## config.mk

```make
export PLATFORM = sky130hd
export DESIGN_NAME = countdown_timer
export DESIGN_NICKNAME = d
export VERILOG_FILES = /design/src/rtl/countdown_timer.sv
export SDC_FILE = /design/constraint.sdc
export NUM_CORES = 1
export LEC_CHECK = 0
export CAP_MARGIN = 20
export CORE_MARGIN = 8
export CORE_UTILIZATION = 35
export DETAILED_ROUTE_END_ITERATION = 10
export SLEW_MARGIN = 20
export SYNTH_ARGS = -nofsm -noshare
export SYNTH_HDL_FRONTEND = slang
export SYNTH_SLANG_ARGS = --single-unit
```

## constraint.sdc

```tcl
create_clock -name clk -period 2.15 [get_ports clk]
set_input_delay 0.3225 -clock clk [delete_from_list [all_inputs] [get_ports clk]]
set_output_delay 0.3225 -clock clk [all_outputs]
set_load 0.03 [all_outputs]
```

## src/rtl/countdown_timer.sv

```systemverilog
// Loadable down-counter with pause/abort control and a one-cycle registered done pulse.
// Define COUNTDOWN_AUTO_RELOAD_EN to restart periodically from the value captured at start.
module countdown_timer #(
    parameter int WIDTH = 5
) (
    input  logic             clk,
    input  logic             rst_n,
    input  logic             start,
    input  logic [WIDTH-1:0] load_val,
    input  logic             pause,
    input  logic             abort,
    output logic [WIDTH-1:0] count,
    output logic             busy,
    output logic             done,
    output logic             zero
);
    typedef enum logic [1:0] {IDLE, RUN, PAUSED, DONE} state_t;

    localparam logic [WIDTH-1:0] ONE = WIDTH'(1);

    state_t           state;
    state_t           state_nxt;
    logic [WIDTH-1:0] count_nxt;
`ifdef COUNTDOWN_AUTO_RELOAD_EN
    logic [WIDTH-1:0] reload;
    logic [WIDTH-1:0] reload_nxt;
`endif

    // Decrement that floors at zero so the count can never wrap to all-ones.
    function automatic logic [WIDTH-1:0] sat_dec(input logic [WIDTH-1:0] v);
        return (v == '0) ? '0 : v - ONE;
    endfunction

    always_ff @(posedge clk or negedge rst_n) begin
        if (!rst_n) begin
            state  <= IDLE;
            count  <= '0;
`ifdef COUNTDOWN_AUTO_RELOAD_EN
            reload <= '0;
`endif
        end else begin
            state  <= state_nxt;
            count  <= count_nxt;
`ifdef COUNTDOWN_AUTO_RELOAD_EN
            reload <= reload_nxt;
`endif
        end
    end

    always_comb begin
        state_nxt = state;
        count_nxt = count;
`ifdef COUNTDOWN_AUTO_RELOAD_EN
        reload_nxt = reload;
`endif
        case (state)
            IDLE: begin
                if (start) begin
                    count_nxt = load_val;
                    state_nxt = (load_val == '0) ? DONE : RUN;
`ifdef COUNTDOWN_AUTO_RELOAD_EN
                    reload_nxt = load_val;
`endif
                end
            end
            RUN: begin
                if (abort) begin
                    count_nxt = '0;
                    state_nxt = IDLE;
                end else if (pause) begin
                    state_nxt = PAUSED;
                end else if (count <= ONE) begin
                    count_nxt = '0;
                    state_nxt = DONE;
                end else begin
                    count_nxt = sat_dec(count);
                end
            end
            PAUSED: begin
                // Resuming costs one edge without a decrement, symmetric with entering pause.
                if (abort) begin
                    count_nxt = '0;
                    state_nxt = IDLE;
                end else if (!pause) begin
                    state_nxt = RUN;
                end
            end
            DONE: begin
                count_nxt = '0;
                state_nxt = IDLE;
`ifdef COUNTDOWN_AUTO_RELOAD_EN
                if (reload != '0) begin
                    count_nxt = reload;
                    state_nxt = RUN;
                end
`endif
            end
            default: begin
                count_nxt = '0;
                state_nxt = IDLE;
            end
        endcase
    end

    assign busy = (state != IDLE);
    assign done = (state == DONE);
    assign zero = (count == '0);

endmodule

```

==> flow_metrics.env <==
export IMPL_status="complete, no violations"
export IMPL_drive_above_1_share=0.146
export IMPL_place_worst_setup_slack_ns=0.173
export IMPL_cts_root_buf="clkbuf_4"
export IMPL_synth_area_um2=557
export IMPL_fp_dieW_um=55.9
export IMPL_wl_per_cell_um=14.4
export IMPL_crit_path_start_kind="flop"
export IMPL_grt_max_degree=11
export IMPL_post_route_period_util=0.923
export IMPL_layout_common_cells="clkdlybuf4s50_1 (16), dfrtp_1 (7), a21oi_1 (5), nor2_1 (5), inv_1 (4)"
export IMPL_worst_r2r_cell_count=5
export IMPL_vdd_ir_drop_max_mv=0.694
export IMPL_power_mw=1.18
export IMPL_drc=0
export IMPL_p_leak_nw=0.332
export IMPL_fin_hold_ws_ns=0.328
export IMPL_antenna_found_initial=0
export IMPL_hp_class="in2async"
export IMPL_path_clk_slew_ns=0.05
export IMPL_synth_cell_type_count=32
export IMPL_place_congestion=0.826
export IMPL_critPathKind="reg2out"
export IMPL_worst_slew_pin_slew_ns=0.442
export IMPL_grt_usage=0.0915
export IMPL_skew_ns=0.00103
export IMPL_hold_buffers=0
export IMPL_ys_seq_area_frac=0.315
export IMPL_synth_compound_area_frac=0.252
export IMPL_cp_slowest_cell="clkdlybuf4s50_1"
export IMPL_synthAdderAreaFrac=0.0674
export IMPL_synthCells=61
export IMPL_timing_setup_tns_ns=0
export IMPL_path_cells="nor2_2, inv_1, clkdlybuf4s50_1"
export IMPL_fp_row_count=14
export IMPL_die_y_um=55.9
export IMPL_cts_num_sinks=7
export IMPL_clock_latency_ns=0.25
export IMPL_period_minus_slack_ns=1.98
export IMPL_drt_iter0_drc=6
export IMPL_synth_top_family_by_area="compound AO/OA/AOI/OAI gates"
export IMPL_rsz0062_at_grt="no"
export IMPL_layout_setup_ws_ns=0.165
export IMPL_design_core_area_um2=1510
export IMPL_ioPinCount=18
export IMPL_drt_wl_total_um=1410
export IMPL_crit_required_ns=1.83
export IMPL_grt_pass1_wl_um=2360
export IMPL_r2r_slack_ns=0.46
export IMPL_reg2reg_from="state[1]"
export IMPL_ys_warn_count=0
export IMPL_area_delta_synth_final_pct=40.4
export IMPL_synth_mux_area_frac=0.0584
export IMPL_r2r_end="count[4]"
export IMPL_dieArea_um2=3120
export IMPL_synth_seq_cells=7
export IMPL_cts_path_max_buffers=2
export IMPL_worstPathArrival_ns=1.66
export IMPL_setup_viol=0
export IMPL_numPortBuffers=17
export IMPL_vias=549
export IMPL_dpl_hpwl_um=1180
export IMPL_power_density_nw_per_um2=1510
export IMPL_maxSlewHeadroom=0.703
export IMPL_synth_area_top_cells="dfrtp_1 (31%), ha_1 (6.7%), a21oi_1 (4.5%)"
export IMPL_cts_tree="yes"
export IMPL_final_common_cell="clkdlybuf4s50_1"
export IMPL_viasPerCell=5.60
export IMPL_synth_top_cell_by_area="dfrtp_1"
export IMPL_grt_pass1_vias=531
export IMPL_endpoint_kind="output pin"
export IMPL_ant_nets=0
export IMPL_finalHoldViolCount=0
export IMPL_critical_path_max_fanout=10
export IMPL_grt_overflow_total=0
export IMPL_avgSynthCellArea_um2=9.13
export IMPL_drv_cap=0
export IMPL_firstDrtPassIters=4
export IMPL_yosys_area_share_simple=0.238
export IMPL_fmax_ghz=0.504
export IMPL_numCtsBuffers=3
export IMPL_n_antenna_cell=0
export IMPL_synth_xor_area_frac=0
export IMPL_syn_num_nets=74
export IMPL_drv_slew=0
export IMPL_netlist_area_leader_share=0.315
export IMPL_cts_htree_levels=1
export IMPL_start_util=0.370
export IMPL_fin_nets=96
export IMPL_max_stage_delay_ns=0.67
export IMPL_fillCellCount=154
-- timing repair --
| action | 4_1_cts | 5_1_grt |
|---|---|---|
| endpoints found under the setup margin | 1 | 2 |
| setup buffers | 0 | 0 |
| resized for setup | 1 | 2 |
| hold endpoints to repair | 0 | 0 |
| pin swaps | 0 | 0 |
-- power by group --
| part | total (mW) | internal (mW) | switching, mW | leakage (nW) |
|---|---|---|---|---|
| Sequential | 0.291 | 0.196 | 0.0955 | 0.0878 |
| Clock | 0.115 | 0.0705 | 0.0443 | 0.0150 |
| Combinational | 0.772 | 0.341 | 0.432 | 0.230 |
-- sequential cells by signal, summed over array words and instances (netlist names) --
name	flops
state	2
count	5
-- cells in the mapped netlist, drive strengths merged --
library cell,instances
a21oi,5
a22oi,2
a31oi,2
and2,3
and4,1
buf,3
dfrtp,7
ha,3
inv,4
mux2,2
mux2i,1
nand3,1
nand3b,2
nand4b,1
nor2,6
nor3,2
nor3b,1
nor4,1
nor4b,1
o211ai,1
o21a,1
o21ai,4
o22ai,1
o2bb2ai,1
o31ai,2
o32ai,1
or3b,1
or4,1
-- critical path: cells and delay by family (launching register included) --
kind                   cells  cell delay, ns
buffers and inverters      2            0.77
DFF                        1            0.54
and+or+nand+nor            1            0.11
-- stage by stage --
step,utilization,instances,cell area (µm²)
floorplan,-,61,557
global placement,0.495,94,746
detailed placement,0.495,94,746
CTS,0.516,98,777
global route,0.519,98,782
finish,0.519,98,782
-- how the worst max path moves through the flow --
stage	start	end	slack (ns)	depth (start not counted)
2_1_floorplan	count[1]	state[1]	0.43	5
3_3_place_gp	count[4]	zero	0.17	3
3_5_place_dp	abort	state[1]	0.17	4
4_1_cts	count[0]	zero	0.02	4
5_1_grt	state[1]	busy	0.07	3
6_report	state[1]	busy	0.17	3
-- logic make-up after synthesis --
| group | Yosys count |
|---|---|
| AOI/OAI and AO/OA | 20 |
| adders and majority gates | 3 |
| buffers and inverters | 7 |
| DFF | 7 |
| muxes | 3 |
| and+or+nand+nor | 21 |
-- cell type report --
class	count	area, µm²	area share
Clock buffer	4	26.3	0.0336
Inverter	4	15.0	0.0192
Multi-Input combinational cell	47	350	0.448
Sequential cell	7	175	0.224
Tap cell	16	20.0	0.0256
Timing Repair Buffer	20	195	0.250
-- layer usage --
| metal | vias to the layer above | part of all wire | wire (µm) | track usage |
|---|---|---|---|---|
| met5 | - | 0 | 0 | 0 |
| met4 | 0 | 0 | 0 | 0.0206 |
| met3 | 0 | 0.050 | 71 | 0.0479 |
| met2 | 14 | 0.49 | 697 | 0.154 |
| met1 | 262 | 0.46 | 644 | 0.0992 |
| li1 | 273 | - | - | - |
No activity file was read; power rests on OpenSTA's default activity.
